`config.mk`:
```
export PLATFORM = sky130hd
export DESIGN_NAME = audio_voice_mixer
export DESIGN_NICKNAME = d
export VERILOG_FILES = /design/src/rtl/audio_voice_mixer.sv
export SDC_FILE = /design/constraint.sdc
export NUM_CORES = 1
export LEC_CHECK = 0
export BUFFER_PORTS_ARGS = -buffer_cell sky130_fd_sc_hd__buf_2
export CORE_MARGIN = 4
export CORE_UTILIZATION = 48
export DETAILED_ROUTE_END_ITERATION = 8
export PLACE_DENSITY = 0.73
export REMOVE_ABC_BUFFERS = 1
export SLEW_MARGIN = 20
export SYNTH_ARGS = -nofsm -noshare
export SYNTH_HDL_FRONTEND = slang
export SYNTH_SLANG_ARGS = --single-unit
```
`constraint.sdc`:
```
create_clock -name CLOCK_50 -period 3.9 [get_ports CLOCK_50]
set_clock_uncertainty 0.1 [all_clocks]
set_input_delay 0.39 -clock CLOCK_50 [delete_from_list [all_inputs] [get_ports CLOCK_50]]
set_output_delay 0.39 -clock CLOCK_50 [all_outputs]
set_load 0.01 [all_outputs]
```
`src/rtl/audio_voice_mixer.sv`:
```
// audio_voice_mixer
// Playback and mixing stage feeding Audio_Controller. A clock-enable divider produces the
// sample-rate tick. A looping background ROM and a one-shot click ROM are sequenced from
// that tick. The active voice is scaled and saturating-added to the codec input samples.
// Everything runs in the single CLOCK_50 domain with a synchronous, active-high reset.
//
// Ports:
//   CLOCK_50            system clock
//   reset               synchronous, active-high reset
//   click_trig          asynchronous button level; a rising edge starts or restarts the click
//   loop_en             enables background playback and its address advance
//   loop_addr/data      background ROM address / data (1-cycle ROM latency)
//   click_addr/data     click ROM address / data (1-cycle ROM latency)
//   audio_in_available  Audio_Controller has an input sample
//   audio_out_allowed   Audio_Controller can accept an output sample
//   left_in/right_in    codec input samples
//   read_audio_in       one-cycle pop pulse
//   write_audio_out     one-cycle push pulse
//   left_out/right_out  registered mixed samples
//   click_active        high while the click is playing
//   sample_tick         one-cycle sample-rate strobe
module audio_voice_mixer #(
    parameter int unsigned TICK_DIV    = 16667,
    parameter int unsigned LOOP_LEN    = 30094,
    parameter int unsigned CLICK_START = 1000,
    parameter int unsigned CLICK_END   = 2613,
    parameter int unsigned SHIFT       = 14
) (
    input  logic        CLOCK_50,
    input  logic        reset,
    input  logic        click_trig,
    input  logic        loop_en,
    output logic [14:0] loop_addr,
    input  logic [15:0] loop_data,
    output logic [11:0] click_addr,
    input  logic [15:0] click_data,
    input  logic        audio_in_available,
    input  logic        audio_out_allowed,
    input  logic [31:0] left_in,
    input  logic [31:0] right_in,
    output logic        read_audio_in,
    output logic        write_audio_out,
    output logic [31:0] left_out,
    output logic [31:0] right_out,
    output logic        click_active,
    output logic        sample_tick
);

    localparam int unsigned TickW = (TICK_DIV > 1) ? $clog2(TICK_DIV) : 1;

    // ---------------- Sample tick ----------------
    logic [TickW-1:0] r_tick_cnt;
    logic             w_tick;

    assign w_tick      = (r_tick_cnt == TickW'(TICK_DIV - 1));
    assign sample_tick = w_tick;

    always_ff @(posedge CLOCK_50) begin
        if (reset || w_tick) r_tick_cnt <= '0;
        else                 r_tick_cnt <= r_tick_cnt + TickW'(1);
    end

    // ---------------- Loop voice address ----------------
    logic [14:0] r_loop_addr;

    always_ff @(posedge CLOCK_50) begin
        if (reset) begin
            r_loop_addr <= '0;
        end else if (w_tick && loop_en) begin
            if (r_loop_addr == 15'(LOOP_LEN - 1)) r_loop_addr <= '0;
            else                                  r_loop_addr <= r_loop_addr + 15'd1;
        end
    end

    assign loop_addr = r_loop_addr;

    // ---------------- Click trigger synchronizer ----------------
    logic r_trig_sync_q;
    logic r_trig_sync_qq;
    logic w_rise;

    always_ff @(posedge CLOCK_50) begin
        if (reset) begin
            r_trig_sync_q  <= 1'b0;
            r_trig_sync_qq <= 1'b0;
        end else begin
            r_trig_sync_q  <= click_trig;
            r_trig_sync_qq <= r_trig_sync_q;
        end
    end

    assign w_rise = r_trig_sync_q & ~r_trig_sync_qq;

    // ---------------- Click FSM ----------------
    typedef enum logic {ClkIdle, ClkPlay} click_state_e;

    click_state_e r_click_state;
    click_state_e w_click_state_d;
    logic [11:0]  r_click_addr;
    logic [11:0]  w_click_addr_d;

    always_ff @(posedge CLOCK_50) begin
        if (reset) begin
            r_click_state <= ClkIdle;
            r_click_addr  <= '0;
        end else begin
            r_click_state <= w_click_state_d;
            r_click_addr  <= w_click_addr_d;
        end
    end

    // A rise takes priority over a coincident tick, so a restart always lands on CLICK_START.
    always_comb begin
        w_click_state_d = r_click_state;
        w_click_addr_d  = r_click_addr;
        if (w_rise) begin
            w_click_state_d = ClkPlay;
            w_click_addr_d  = 12'(CLICK_START);
        end else if (r_click_state == ClkPlay && w_tick) begin
            if (r_click_addr == 12'(CLICK_END - 1)) begin
                w_click_state_d = ClkIdle;
                w_click_addr_d  = '0;
            end else begin
                w_click_addr_d  = r_click_addr + 12'd1;
            end
        end
    end

    always_comb begin
        click_active = (r_click_state == ClkPlay);
        click_addr   = r_click_addr;
    end

    // ---------------- Voice select ----------------
    // Both selects are delayed one cycle to line up with the registered ROM outputs.
    logic        r_sel_q;
    logic        r_loop_en_q;
    logic [15:0] w_voice;

    always_ff @(posedge CLOCK_50) begin
        if (reset) begin
            r_sel_q     <= 1'b0;
            r_loop_en_q <= 1'b0;
        end else begin
            r_sel_q     <= click_active;
            r_loop_en_q <= loop_en;
        end
    end

    assign w_voice = r_sel_q ? click_data : (r_loop_en_q ? loop_data : 16'd0);

    // ---------------- Mix arithmetic ----------------
    function automatic logic [31:0] sat_add(input logic [31:0] a, input logic [31:0] b);
        logic [32:0] sum;
        sum = {a[31], a} + {b[31], b};
        // Sign bits disagree only when the 32-bit result overflowed.
        if (sum[32] != sum[31]) return sum[32] ? 32'h8000_0000 : 32'h7FFF_FFFF;
        return sum[31:0];
    endfunction

    logic [31:0] r_left_lat;
    logic [31:0] r_right_lat;
    logic [15:0] r_voice_lat;
    logic [31:0] w_scaled;

    assign w_scaled = {{16{r_voice_lat[15]}}, r_voice_lat} << SHIFT;

    // ---------------- Handshake FSM ----------------
    typedef enum logic [1:0] {HWait, HMix, HWrite} hs_state_e;

    hs_state_e   r_hs_state;
    hs_state_e   w_hs_state_d;
    logic        w_latch;
    logic        w_write_d;
    logic        r_write;
    logic [31:0] r_left_out;
    logic [31:0] r_right_out;

    always_ff @(posedge CLOCK_50) begin
        if (reset) begin
            r_hs_state  <= HWait;
            r_left_lat  <= '0;
            r_right_lat <= '0;
            r_voice_lat <= '0;
            r_left_out  <= '0;
            r_right_out <= '0;
            r_write     <= 1'b0;
        end else begin
            r_hs_state <= w_hs_state_d;
            r_write    <= w_write_d;
            if (w_latch) begin
                r_left_lat  <= left_in;
                r_right_lat <= right_in;
                r_voice_lat <= w_voice;
            end
            if (r_hs_state == HMix) begin
                r_left_out  <= sat_add(r_left_lat, w_scaled);
                r_right_out <= sat_add(r_right_lat, w_scaled);
            end
        end
    end

    always_comb begin
        w_hs_state_d = r_hs_state;
        w_latch      = 1'b0;
        w_write_d    = 1'b0;
        unique case (r_hs_state)
            HWait: begin
                if (audio_in_available && audio_out_allowed) begin
                    w_latch      = 1'b1;
                    w_hs_state_d = HMix;
                end
            end
            HMix: w_hs_state_d = HWrite;
            HWrite: begin
                if (audio_out_allowed) begin
                    w_write_d    = 1'b1;
                    w_hs_state_d = HWait;
                end
            end
            default: w_hs_state_d = HWait;
        endcase
    end

    // The pop pulse is the single cycle spent in HMix, right after the samples were latched.
    always_comb begin
        read_audio_in   = (r_hs_state == HMix);
        write_audio_out = r_write;
        left_out        = r_left_out;
        right_out       = r_right_out;
    end

endmodule

```
## After elaboration in Yosys (flattened, before gate mapping)

Index checks and enable logic that the tools add are counted.
W data, S select, Z words.

| word-level totals | value |
|---|---|
| register bits | 194 |
| input bits | 102 |
| output and inout bits | 95 |
| logic and storage cells | 71 |

| operators by class | value |
|---|---|
| add/subtract/negate cells | 5 |
| equal/unequal tests | 9 |
| mux-type cells | 27 |
| bitwise operators | 3 |
| reductions and logical operators | 11 |

Operators by type and width:

| kind | count |
|---|---|
| $mux W32 | 6 |
| $add A32 B30 Y33 | 2 |
| $mux W16 | 2 |
| $add A15 B1 Y15 const B | 2 |
| $eq A15 B15 Y1 const B | 2 |
| $mux W10 | 2 |
| $mux W15 | 1 |
| $add A12 B1 Y12 const B | 1 |
| $eq A12 B12 Y1 const B | 1 |
| $mux W1 | 12 |
| $mux W12 | 1 |
| $pmux W2 S3 | 1 |
| $mux W2 | 2 |
| $ne A2 B2 Y1 const B | 2 |
| $reduce_and A2 Y1 | 2 |
| $reduce_bool A2 Y1 | 2 |
| $reduce_or A2 Y1 | 2 |
| $logic_and A1 B1 Y1 | 3 |
| $eq A2 B1 Y1 const B | 1 |
| $eq A2 B2 Y1 const B | 1 |
| $logic_not A2 Y1 | 1 |
| $ne A1 B1 Y1 | 2 |
| $not A1 Y1 | 2 |
| $and A1 B1 Y1 | 1 |
| $logic_or A1 B1 Y1 | 1 |

## Logic depth before layout (Yosys ltp)

Gate-level depths: netlist (run 1).

| depth | value |
|---|---|
| word-level depth | 6 |
| depth in mapped cells | 12 |
| gate-level depth less buffers | 10 |

## Least setup slack after synthesis (run 1)

OpenSTA, ideal clock, no wires.

| timing path | value |
|---|---|
| path type | reg2reg |
| start point | register r_left_lat[14] |
| end point | register r_left_out[10] (netlist: left_out[10]) |
| library setup time | 0.119 ns |
| arrival time | 2.661 ns |
| required time | 3.681 ns |
| slack | 1.020 ns |
| stages on the path, launching flop included | 12 |
| buffers on the path | 2 |
| clock period less this slack | 2.880 ns |
| cell sequence | dfxtp_1 > ha_1 > fa_1 > a211oi_1 > o21ai_0 > a41o_1 > a211oi_1 > a211oi_1 > clkbuf_1 > a21o_2 > buf_4 > o221a_1 |

| on the way | value |
|---|---|
| longest elaborated chain between the ends | 6 |
| elaborated cells between the ends (all ways) | 8 |
| those cells by class | 1 x add/sub; 1 x eq/ne; 6 x mux |

RTL lines:

| what | line | RTL |
|---|---|---|
| from (decl) | 161 | `logic [31:0] r_left_lat;` |
| from (signal assigned) | 192 | `r_left_lat <= left_in;` |
| $add A32 B30 Y33 (*) | 155 | `sum = {a[31], a} + {b[31], b};` |
| $ne A1 B1 Y1 | 157 | `if (sum[32] != sum[31]) return sum[32] ? 32'h8000_0000 : 32'h7FFF_FFFF;` |
| $mux W1 | 157 |  |
| $mux W1 | 196 | `if (r_hs_state == HMix) begin` |
| $mux W1 | 180 | `if (reset) begin` |
| $mux W32 (*) | 158 | `return sum[31:0];` |
| to (signal assigned) | 197 | `r_left_out <= sat_add(r_left_lat, w_scaled);` |
| to (decl) | 176 | `logic [31:0] r_left_out;` |

Every way passes the cells marked *; elsewhere a longest branch is shown, timed or not. The select of a mux whose other input is x is not followed.
A chain may end at the register's enable or synchronous reset.

## Final worst setup path (run 1)

| timing path | value |
|---|---|
| start point | register r_voice_lat[0] |
| end point | register r_right_out[25] (netlist: right_out[25]) |

| on the way | value |
|---|---|
| longest elaborated chain between the ends | 6 |
| elaborated cells between the ends (all ways) | 8 |
| those cells by class | 1 x add/sub; 1 x eq/ne; 6 x mux |

RTL lines:

| what | line | RTL |
|---|---|---|
| from (decl) | 163 | `logic [15:0] r_voice_lat;` |
| from (signal assigned) | 194 | `r_voice_lat <= w_voice;` |
| $add A32 B30 Y33 (*) | 155 |  |
| $ne A1 B1 Y1 | 157 |  |
| $mux W1 | 157 |  |
| $mux W1 | 196 |  |
| $mux W1 | 180 |  |
| $mux W32 (*) | 158 |  |
| to (signal assigned) | 198 | `r_right_out <= sat_add(r_right_lat, w_scaled);` |
| to (decl) | 177 | `logic [31:0] r_right_out;` |

Marks and branches as above.

==> results of run 1 <==
layout make-up:
cell class | instances | area (um^2) | share of cell area
Clock buffer | 17 | 425 | 0.0379
Clock inverter | 15 | 209 | 0.0186
Inverter | 21 | 78.8 | 0.00702
Multi-Input combinational cell | 859 | 5180 | 0.461
Sequential cell | 194 | 3880 | 0.346
Tap cell | 260 | 325 | 0.0290
Timing Repair Buffer | 212 | 1130 | 0.100
worst paths after layout:
path	end	depth (start not counted)
setup / recovery	right_out[25]	10
hold / removal	r_trig_sync_q	2
setup reg to reg	right_out[25]	10
hold reg to reg	right_out[18]	2
sequential cells by signal, summed over array words and instances (netlist names):
signal,count
r_sel_q,1
r_voice_lat,16
r_tick_cnt,15
r_trig_sync_q,1
r_loop_en_q,1
r_hs_state,2
r_left_lat,32
r_trig_sync_qq,1
right_out,32
left_out,32
click_active,1
r_right_lat,32
click_addr,12
loop_addr,15
write_audio_out,1
power by group:
part	internal, W	switching [W]	leakage [nW]	total, W
clock	0.000936	0.000899	0.302	0.00183
sequential	0.00207	0.0000643	1.58	0.00214
combinational	0.000275	0.000425	2.97	0.000700
per-layer routing:
layer / up-vias / GRT usage / wire, um
li1: 4376 / - / -
met3: 33 / 0.0607 / 1660
met4: 2 / 0.0596 / 458
met5: - / 0 / 7
met2: 201 / 0.371 / 11400
met1: 4014 / 0.290 / 11300
stage by stage:
step	power, W	instances
after global placement	0.00286	1546
after detailed placement	0.00288	1546
after CTS	0.00470	1578
after global routing	0.00487	1578
final	0.00467	1578
after floorplan	0.00259	1074
worst max-delay path: stages, from the launching register on:
cell and delay, ps:
sky130_fd_sc_hd__dfxtp_1 340, sky130_fd_sc_hd__ha_1 220, sky130_fd_sc_hd__fa_1 430, sky130_fd_sc_hd__a211oi_1 340, sky130_fd_sc_hd__o21ai_0 180, sky130_fd_sc_hd__a41o_1 320, sky130_fd_sc_hd__a211oi_1 330, sky130_fd_sc_hd__nor2_2 270
sky130_fd_sc_hd__and2_1 270, sky130_fd_sc_hd__a311oi_1 280, sky130_fd_sc_hd__nor3_1 80
logic make-up after synthesis:
logic type,count (synthesis),share of synthesized area
simple gates,407,0.192
compound gates,349,0.239
flops,194,0.413
buf+inv,90,0.0376
xor+xnor,56,0.0542
fa+ha+maj,45,0.0613
mux,2,0.00226
cell usage in the layout (no fill, tap or decap), drive strengths merged, types with 10 or more instances in the layout:
cell and n:
buf 212, dfxtp 194, nand2 159, a21oi 142, nor2 123, o21ai 68, a211oi 55, ha 42
xnor2 32, nor3 31, inv 26, xor2 24, nand3 19, clkbuf 17, a221oi 15, o221a 15
nand4 13, a21o 13, or3 11, o21a 10
==> run metrics, run 1 <==
status=finished, final reports clean; Fin. Hold Viols=0; x dimension of the die=148 um; port bufs=about 200; async set or reset register ratio after synthesis=0; cell types with the highest counts after synthesis=194 x sky130_fd_sc_hd__dfxtp_1, 159 x sky130_fd_sc_hd__nand2_1, 142 x sky130_fd_sc_hd__a21oi_1; setup violation total in the final timing report=0; Clk Latency, worst-skew pair=440 ps; total routing usage reported by global routing=0.224; startpoint of the tightest hold check path=click_trig; finished layout cell area=11200 um^2; Die Ht=around 150 um; Total Die Area=21900 um^2; biggest area consumer among synthesized cells=sky130_fd_sc_hd__dfxtp_1; starting utilization of the core area=0.496; DRC violations left=0; master cell of the clock root buffer=sky130_fd_sc_hd__clkbuf_16; total negative slack for setup checks=0 ps; sequential fraction of the synthesis area=0.413; warning count from the yosys run=0; Vias=about 8600; First-pass DRT Iterations=5; Min-Delay Path Class=input pin to flop; number of synthesized flops with an enable pin=0; average via count per standard cell=5.47; number of global-route vias before repair=8183; Layout Area Growth over Synthesis=19.6%; Layout Utilization=0.593; worst setup margin=a little over 600 ps; number of synthesized register bits=194; maximum ir drop on the vdd rail=0.343 mV; setup repair after global routing missed its margin=false; r2r setup slk=610 ps; CTS H-tree lvls=4; commonest register cell after synthesis=sky130_fd_sc_hd__dfxtp_1; Resize count post-CTS=0; Final period util=0.845; placed wire-length estimate after detailed placement=17.8 mm; kind of capture point of the worst setup path=flop; routed length per instance=between 15 and 20 um; buffers from clock root to sink, at most=2; post-detailed-placement cell area=10600 um^2; number of clock sinks=194; top-area cell type share of the netlist area=0.413; number of antenna diodes=0; Max FO, Critical Path=28; launching instance or port of the critical path=r_voice_lat[0]; post-synthesis cell type count=58; fraction of layout cells with a size suffix above 1=0.207; max-capacitance violation count=0; TritonCTS Buffers=17; Post-CTS Setup Repair Bufs=0; cell with the most instances after synthesis=sky130_fd_sc_hd__dfxtp_1; Core Region=about 19000 um^2; antenna violations before repair=1; Antenna Nets Post-Route=0; routability cong.=roughly 0.91; netlist area before placement=9400 um^2; global-route wire length before repair=40.5 mm; CP Launch Type=flop; NumNets Final=approximately 1500; clock transition time at the flip-flop clock pins of the worst setup and hold paths=80 ps; Synth Instances=between 1000 and 1500; pins over their slew limit=0; origin of the critical flop-to-flop path=r_voice_lat[0]; cell types occupying the most area after synthesis=sky130_fd_sc_hd__dfxtp_1 41%, sky130_fd_sc_hd__a21oi_1 7.6%, sky130_fd_sc_hd__nand2_1 6.4%; I/O pin total=197; Arr. time, crit path=3510 ps; cell leakage power=4.86 nW; Mean Syn Cell Area=8.22 um^2; tightest slew margin relative to the limit=0.365; total wirelength of the detailed-routed design=24.8 mm; category of the critical setup timing path=flop to flop; Rows=50; clock tree from TritonCTS=yes; Remaining Overflow, GRT=0; maximum number of pins on one net before global-route repair=65; number of buffers added to fix hold violations after cts=0; worst slack after detailed placement=650 ps; Pwr per Cell Area=416 nW/um^2; slew at the pin closest to its max-slew limit=952 ps; peak clock frequency supported by timing=304 MHz; FILL cells=1733; final hold slack=50.8 ps; starting DRC count in detailed routing=~330; required time at the endpoint of the critical path=4120 ps; crit path time final=3290 ps
No activity file was read; power rests on OpenSTA's default activity.
==> inputs of run 2 (changes only) <==
- ABC_AREA: unset -> 1
- PLACE_DENSITY: 0.73 -> 0.76
- clock period: 3.9 -> 2.7 ns (I/O delays scaled with it)
==> run 2 against run 1 <==
Non-clock buffer count increased by 57. Largest cell class unchanged. Setup slack got worse by 280 ps. Core utilization increased by 1.5 points. Largest power group unchanged. Combinational power up 57%. Hold slack worse by 27 ps. Via count increased by 12%. Final cell count increased by 19%. Area after synthesis is 6.8% higher.
==> run metrics, run 2 <==
Met1 Routed Length=12.2 mm (was 11.3 mm); Min-Delay Path Class=input pin to flop (unchanged); most frequent cells in the layout=239 x sky130_fd_sc_hd__nand2_1, 213 x sky130_fd_sc_hd__nor2_1, 196 x sky130_fd_sc_hd__buf_2, 194 x sky130_fd_sc_hd__dfxtp_1, 157 x sky130_fd_sc_hd__o21ai_0 (was 195 x sky130_fd_sc_hd__buf_2, 194 x sky130_fd_sc_hd__dfxtp_1, 159 x sky130_fd_sc_hd__nand2_1, 142 x sky130_fd_sc_hd__a21oi_1, 122 x sky130_fd_sc_hd__nor2_1); Synth Instances=1365 (was 1143); setup violation total in the final timing report=0 (unchanged); capture point of the critical path=right_out[28] (was right_out[25]); Slowest-stage cell, CP=sky130_fd_sc_hd__dfxtp_1 (was sky130_fd_sc_hd__fa_1); I/O pin total=197 (unchanged); buffers from clock root to sink, at most=2 (unchanged); non-filler cells in the finished layout=1877 (was 1578); port bufs=196 (unchanged); routed length on met3=1.83 mm (was 1.66 mm); Max stage delay on crit path=420 ps (was 430 ps); global-route wire length before repair=44.9 mm (was 40.5 mm); async set or reset register ratio after synthesis=0 (unchanged); NumNets Final=1740 (was 1451); CTS H-tree lvls=4 (unchanged); maximum ir drop on the vdd rail=0.433 mV (was 0.343 mV); biggest area consumer among synthesized cells=sky130_fd_sc_hd__dfxtp_1 (unchanged); peak clock frequency supported by timing=421 MHz (was 304 MHz); Final period util=0.881 (was 0.845); antenna violations before repair=0 (was 1); placed wire-length estimate after detailed placement=19.4 mm (was 17.8 mm); max-capacitance violation count=0 (unchanged); Core Region=20400 um^2 (was 19000 um^2); number of synthesized flops with an enable pin=0 (unchanged); finished layout cell area=12400 um^2 (was 11200 um^2); status=finished, final reports clean (unchanged); Die Ht=153 um (was 148 um); Total Die Area=23300 um^2 (was 21900 um^2); Remaining Overflow, GRT=0 (unchanged); Antenna Nets Post-Route=0 (unchanged); post-synthesis cell type count=39 (was 58); Layout Area Growth over Synthesis=23.6% (was 19.6%); pins over their slew limit=0 (unchanged); launching instance or port of the critical path=r_voice_lat[11] (was r_voice_lat[0]); CP Launch Type=flop (unchanged); Pwr per Cell Area=539 nW/um^2 (was 416 nW/um^2); setup repair after global routing missed its margin=false (unchanged); routability cong.=0.910 (was 0.907); number of clock sinks=194 (unchanged); warning count from the yosys run=0 (unchanged); required time at the endpoint of the critical path=2960 ps (was 4120 ps); origin of the critical flop-to-flop path=r_voice_lat[11] (was r_voice_lat[0]); count of placed standard cells including taps=1782 (was 1546); Arr. time, crit path=2640 ps (was 3510 ps); cell types with the highest counts after synthesis=239 x sky130_fd_sc_hd__nand2_1, 214 x sky130_fd_sc_hd__nor2_1, 194 x sky130_fd_sc_hd__dfxtp_1 (was 194 x sky130_fd_sc_hd__dfxtp_1, 159 x sky130_fd_sc_hd__nand2_1, 142 x sky130_fd_sc_hd__a21oi_1); top-area cell type share of the netlist area=0.387 (was 0.413); most frequent standard cell in the layout excluding fill and tap cells=sky130_fd_sc_hd__nand2_1 (was sky130_fd_sc_hd__buf_2); met2 wire length=12.9 mm (was 11.4 mm); TritonCTS Buffers=17 (unchanged); starting utilization of the core area=0.491 (was 0.496); cell leakage power=5.72 nW (was 4.86 nW); highest layer used for signal routing=met4 (was met5); number of synthesized register bits=194 (unchanged); post-detailed-placement cell area=11200 um^2 (was 10600 um^2); cell with the most instances after synthesis=sky130_fd_sc_hd__nand2_1 (was sky130_fd_sc_hd__dfxtp_1); kind of capture point of the worst setup path=flop (unchanged); DRC violations left=0 (unchanged); routed length per instance=14.7 um (was 15.7 um); clock tree from TritonCTS=yes (unchanged); Vias=9686 (was 8626); Fin. Hold Viols=0 (unchanged); fraction of layout cells with a size suffix above 1=0.215 (was 0.207); sequential fraction of the synthesis area=0.387 (was 0.413); Worst R2R End=right_out[28] (was right_out[25]); slew at the pin closest to its max-slew limit=893 ps (was 952 ps); Rows=52 (was 50); total wirelength of the detailed-routed design=27.7 mm (was 24.8 mm); First-pass DRT Iterations=5 (unchanged); worst reg2reg path depth=13 (was 10); commonest register cell after synthesis=sky130_fd_sc_hd__dfxtp_1 (unchanged); crit path time final=2380 ps (was 3290 ps); total routing usage reported by global routing=0.231 (was 0.224); Clk Latency, worst-skew pair=430 ps (was 440 ps); most frequent cell on the critical path=sky130_fd_sc_hd__nand2_1 (was sky130_fd_sc_hd__a211oi_1); Tot Pwr=0.00669 W (was 0.00467 W); tightest slew margin relative to the limit=0.404 (was 0.365); master cell of the clock root buffer=sky130_fd_sc_hd__clkbuf_16 (unchanged); Max FO, Critical Path=22 (was 28); cell types occupying the most area after synthesis=sky130_fd_sc_hd__dfxtp_1 39%, sky130_fd_sc_hd__nand2_1 8.9%, sky130_fd_sc_hd__nor2_1 8.0% (was sky130_fd_sc_hd__dfxtp_1 41%, sky130_fd_sc_hd__a21oi_1 7.6%, sky130_fd_sc_hd__nand2_1 6.4%); starting DRC count in detailed routing=600 (was 333); netlist area before placement=10000 um^2 (was 9400 um^2); Resize count post-CTS=0 (unchanged); x dimension of the die=153 um (was 148 um); number of antenna diodes=0 (unchanged); number of global-route vias before repair=9155 (was 8183); cell-by-cell trace of the critical path=ha_1 -> nand2_1 -> inv_1 -> nand2_1 -> nand2_1 -> a21oi_1 -> nand2_1 -> nand2_1 -> nand2_1 -> nand2_2 -> buf_12 -> nand2_1 -> a21oi_2 (was ha_1 -> fa_1 -> a211oi_1 -> o21ai_0 -> a41o_1 -> a211oi_1 -> nor2_2 -> and2_1 -> a311oi_1 -> nor3_1); category of the critical setup timing path=flop to flop (unchanged); Mean Syn Cell Area=7.35 um^2 (was 8.22 um^2); r2r setup slk=320 ps (was 610 ps); maximum number of pins on one net before global-route repair=147 (was 65); average via count per standard cell=5.16 (was 5.47); clock transition time at the flip-flop clock pins of the worst setup and hold paths=80 ps (about the same)
-- run 2: changes by cell type in the layout (fill, tap and decap cells not counted), sizes merged, moves of 55 or more --
cell         delta
a211oi         -55
dlygate4sd3    +63
inv            +84
nand2          +92
nor2           +96
o21ai          +94
-- run 2: area by class of cell --
cell class	count	area, um^2
Tap cell	270	338
Fill cell	1886	8020
Clock buffer	17	425
Timing Repair Buffer	269	1760
Multi-Input combinational cell	1008	5460
Inverter	104	392
Clock inverter	15	148
Sequential cell	194	3880
-- run 2: cells by family after synthesis --
family          Yosys count  synth area share
compound gates          337             0.203
buf+inv                 163            0.0704
flops                   194             0.387
xor+xnor                 35            0.0305
simple gates            592             0.252
fa+ha+maj                44            0.0564
-- run 2: layer usage --
metal | up-vias | global-route usage
met3 | 44 | 0.0511
met2 | 294 | 0.390
met4 | 0 | 0.0776
li1 | 4984 | -
met1 | 4364 | 0.292
met5 | - | 0
-- run 2: worst min path at each step --
stage,from,to,slack [ps],cells past startpoint
2_1_floorplan,reset,click_addr[6],240,1
3_3_place_gp,r_trig_sync_q,r_trig_sync_qq,320,2
6_report,loop_en,r_loop_en_q,20,3
4_1_cts,left_in[24],r_left_lat[24],10,3
5_1_grt,left_in[24],r_left_lat[24],20,3
3_5_place_dp,r_trig_sync_q,r_trig_sync_qq,330,2
-- run 2: worst max-delay path, delay by kind of cell (launching register included) --
family	cells	cell delay [ps]
AOI/OAI and AO/OA	2	380
DFF	1	420
buffers and inverters	2	270
adders and majority gates	1	330
and+or+nand+nor	8	810
-- run 2: repair_timing --
action	in CTS	in global routing
hold buffers	63	0
setup buffers	0	0
endpoints found under the hold margin	63	0
-- run 2: per-stage QoR --
| step | TNS [ps] | setup slack (ps) | utilization | hold WS, ps |
|---|---|---|---|---|
| after global placement | 0 | 395 | 0.548 | 323 |
| final | 0 | 322 | 0.607 | 23.8 |
| after CTS | 0 | 299 | 0.607 | 9.53 |
| after global routing | 0 | 105 | 0.607 | 15.2 |
| after floorplan | -190250 | -1900 | - | 239 |
| after detailed placement | 0 | 366 | 0.548 | 329 |
-- run 2: power breakdown --
group / switching (W) / internal [W] / total, W / leakage, nW
combinational: 0.000659 / 0.000437 / 0.00110 / 3.86
clock: 0.00124 / 0.00123 / 0.00247 / 0.266
sequential: 0.000107 / 0.00301 / 0.00312 / 1.59
==> inputs of run 3 (changes only) <==
- PLACE_DENSITY: 0.76 -> 0.74
- REMOVE_ABC_BUFFERS: 1 -> unset
- SKIP_CTS_REPAIR_TIMING: unset -> 1
==> run 3 against run 2 <==
The flow now finishes with violations (negative hold slack). Clock power grew 2%. Final cell count shrank 0.27%. Flip-flop and latch count is the same. Largest power group unchanged. Register-to-register slack is essentially flat. Die area is the same. Via count grew 0.17%. First-iteration DRC count grew 2.8%. Core utilization shrank 0.29 points. Global-route usage shrank 1.2 points. Wire length shrank 1.8%.
==> run metrics, run 3 (synthesis results as in run 2) <==
status=finished with violations (was finished, final reports clean); violations in the final reports=negative hold slack; antenna violations before repair=0 (unchanged); Worst R2R End=left_out[28] (was right_out[28]); maximum ir drop on the vdd rail=0.423 mV (was 0.433 mV); Min-Delay Endpoint=r_right_lat[21] (was r_loop_en_q); CP Launch Type=flop (unchanged); clock network fraction of design power=0.376 (was 0.369); Arr. time, crit path=2640 ps (about the same); Vias=9702 (was 9686); required time at the endpoint of the critical path=2970 ps (was 2960 ps); NumNets Final=1735 (was 1740); tightest slew margin relative to the limit=0.272 (was 0.404); fraction of layout cells with a size suffix above 1=0.215 (about the same); Max FO, Critical Path=18 (was 22); FILL cells=1868 (was 1886); starting DRC count in detailed routing=617 (was 600); worst reg2reg path depth=12 (was 13); Core Region=20400 um^2 (unchanged); post-detailed-placement cell area=11200 um^2 (about the same); switching power summed over all nets=0.00192 W (was 0.00201 W); Pwr per Cell Area=546 nW/um^2 (was 539 nW/um^2); Fin. Hold Viols=4 (was 0); Antenna Nets Post-Route=0 (unchanged); Min-Delay Path Class=input pin to flop (unchanged); Tot Pwr=0.00674 W (was 0.00669 W); Worst Hold Depth=3 (unchanged); crit path time final=2370 ps (was 2380 ps); DRC violations left=0 (unchanged); Mapped Nets=1511; x dimension of the die=153 um (unchanged); global-route wire length before repair=42.6 mm (was 44.9 mm); max-capacitance violation count=0 (unchanged); average via count per standard cell=5.18 (was 5.16); most frequent cells in the layout=239 x sky130_fd_sc_hd__nand2_1, 213 x sky130_fd_sc_hd__nor2_1, 196 x sky130_fd_sc_hd__buf_2, 194 x sky130_fd_sc_hd__dfxtp_1, 157 x sky130_fd_sc_hd__o21ai_0 (unchanged); setup violation total in the final timing report=0 (unchanged); share of total power in sequential cells=0.463 (was 0.467); Layout Area Growth over Synthesis=23.0% (was 23.6%); routed length per instance=14.5 um (was 14.7 um); slew at the pin closest to its max-slew limit=1090 ps (was 893 ps); number of global-route vias before repair=8723 (was 9155); Rows=52 (unchanged); total routing usage reported by global routing=0.218 (was 0.231); First-pass DRT Iterations=5 (unchanged); placed wire-length estimate after detailed placement=19.2 mm (was 19.4 mm); clock transition time at the flip-flop clock pins of the worst setup and hold paths=70 ps (was 80 ps); finished layout cell area=12300 um^2 (was 12400 um^2); final hold slack=-37.6 ps (was 23.8 ps); Remaining Overflow, GRT=0 (unchanged); worst slack after detailed placement=286 ps (was 366 ps); share of total power consumed by net switching=0.285 (was 0.300); starting utilization of the core area=0.491 (unchanged); TritonCTS Buffers=17 (unchanged); routability cong.=0.957 (was 0.910); Final period util=0.879 (was 0.881); number of antenna diodes=0 (unchanged); I/O pin total=197 (unchanged); maximum number of pins on one net before global-route repair=97 (was 147); master cell of the clock root buffer=sky130_fd_sc_hd__clkbuf_16 (unchanged); peak clock frequency supported by timing=422 MHz (was 421 MHz); r2r setup slk=330 ps (was 320 ps); pins over their slew limit=0 (unchanged); origin of the critical flop-to-flop path=r_left_lat[14] (was r_voice_lat[11]); buffers from clock root to sink, at most=2 (unchanged); CTS H-tree lvls=4 (unchanged); total negative slack for setup checks=0 ps (unchanged); cell leakage power=5.71 nW (was 5.72 nW); port bufs=196 (unchanged); Internal=0.00482 W (was 0.00468 W); clock tree from TritonCTS=yes (unchanged); area taken by flip-flops and latches=3880 um^2 (unchanged); worst setup margin=328 ps (was 322 ps); Die Ht=153 um (unchanged); category of the critical setup timing path=flop to flop (unchanged); total wirelength of the detailed-routed design=27.2 mm (was 27.7 mm); setup repair after global routing missed its margin=false (unchanged); Total Die Area=23300 um^2 (unchanged); startpoint of the tightest hold check path=right_in[21] (was loop_en); kind of capture point of the worst setup path=flop (unchanged); combinational power share=0.161 (was 0.164); most frequent standard cell in the layout excluding fill and tap cells=sky130_fd_sc_hd__nand2_1 (unchanged); area of the multi-input gates=5460 um^2 (about the same); number of clock sinks=194 (unchanged); Clk Latency, worst-skew pair=440 ps (was 430 ps)
run 3: worst max-delay path by stage:
| stage | startpoint | endpoint | slack [ps] |
|---|---|---|---|
| floorplan | r_left_lat[14] | left_out[0] | 610 |
| global placement | r_voice_lat[0] | right_out[27] | 350 |
| detailed placement | r_voice_lat[15] | right_out[27] | 290 |
| CTS | r_voice_lat[15] | right_out[27] | 260 |
| global route | r_voice_lat[15] | right_out[27] | 60 |
| finish | r_left_lat[14] | left_out[28] | 330 |
run 3: metal layers:
layer  track usage  vias to the layer above  part of all wire
li1              -                     4972                 -
met1         0.285                     4408              0.44
met2         0.377                      294              0.49
met3        0.0381                       28             0.060
met4        0.0513                        0             0.014
met5             0                        -                 0
run 3: critical path, cell delays in order (launching register included):
cell and delay (ps):
sky130_fd_sc_hd__dfxtp_1 320, sky130_fd_sc_hd__ha_1 260, sky130_fd_sc_hd__fa_1 450, sky130_fd_sc_hd__nand3_1 130, sky130_fd_sc_hd__nand3_2 120, sky130_fd_sc_hd__nand2_2 100
sky130_fd_sc_hd__nand2_1 70, sky130_fd_sc_hd__nand2_1 70, sky130_fd_sc_hd__nand2_1 60, sky130_fd_sc_hd__nand2_2 230, sky130_fd_sc_hd__buf_12 190, sky130_fd_sc_hd__nand2_1 70
sky130_fd_sc_hd__a21oi_2 130
run 3: final cells by class:
| type | instances | area share |
|---|---|---|
| Multi-Input combinational cell | 1008 | 0.442 |
| Sequential cell | 194 | 0.315 |
| Timing Repair Buffer | 264 | 0.137 |
| Clock buffer | 17 | 0.0345 |
| Inverter | 104 | 0.0319 |
| Tap cell | 270 | 0.0274 |
| Clock inverter | 15 | 0.0126 |
run 3: per-stage QoR:
step	std cells	hold slack, ps	util
6_report	1872	-37.6	0.604
3_3_place_gp	1782	327	0.547
4_1_cts	1814	-61.9	0.576
3_5_place_dp	1782	336	0.547
5_1_grt	1872	3.03	0.604
2_1_floorplan	1365	277	-
run 3: power groups by stage:
stage                     logic (W)  registers, W  clock network [W]
final                       0.00109       0.00312            0.00253
after global routing        0.00121       0.00314            0.00271
after CTS                   0.00102       0.00312            0.00258
after detailed placement    0.00101       0.00318                  0
after global placement      0.00100       0.00318                  0
after floorplan            0.000692       0.00318                  0
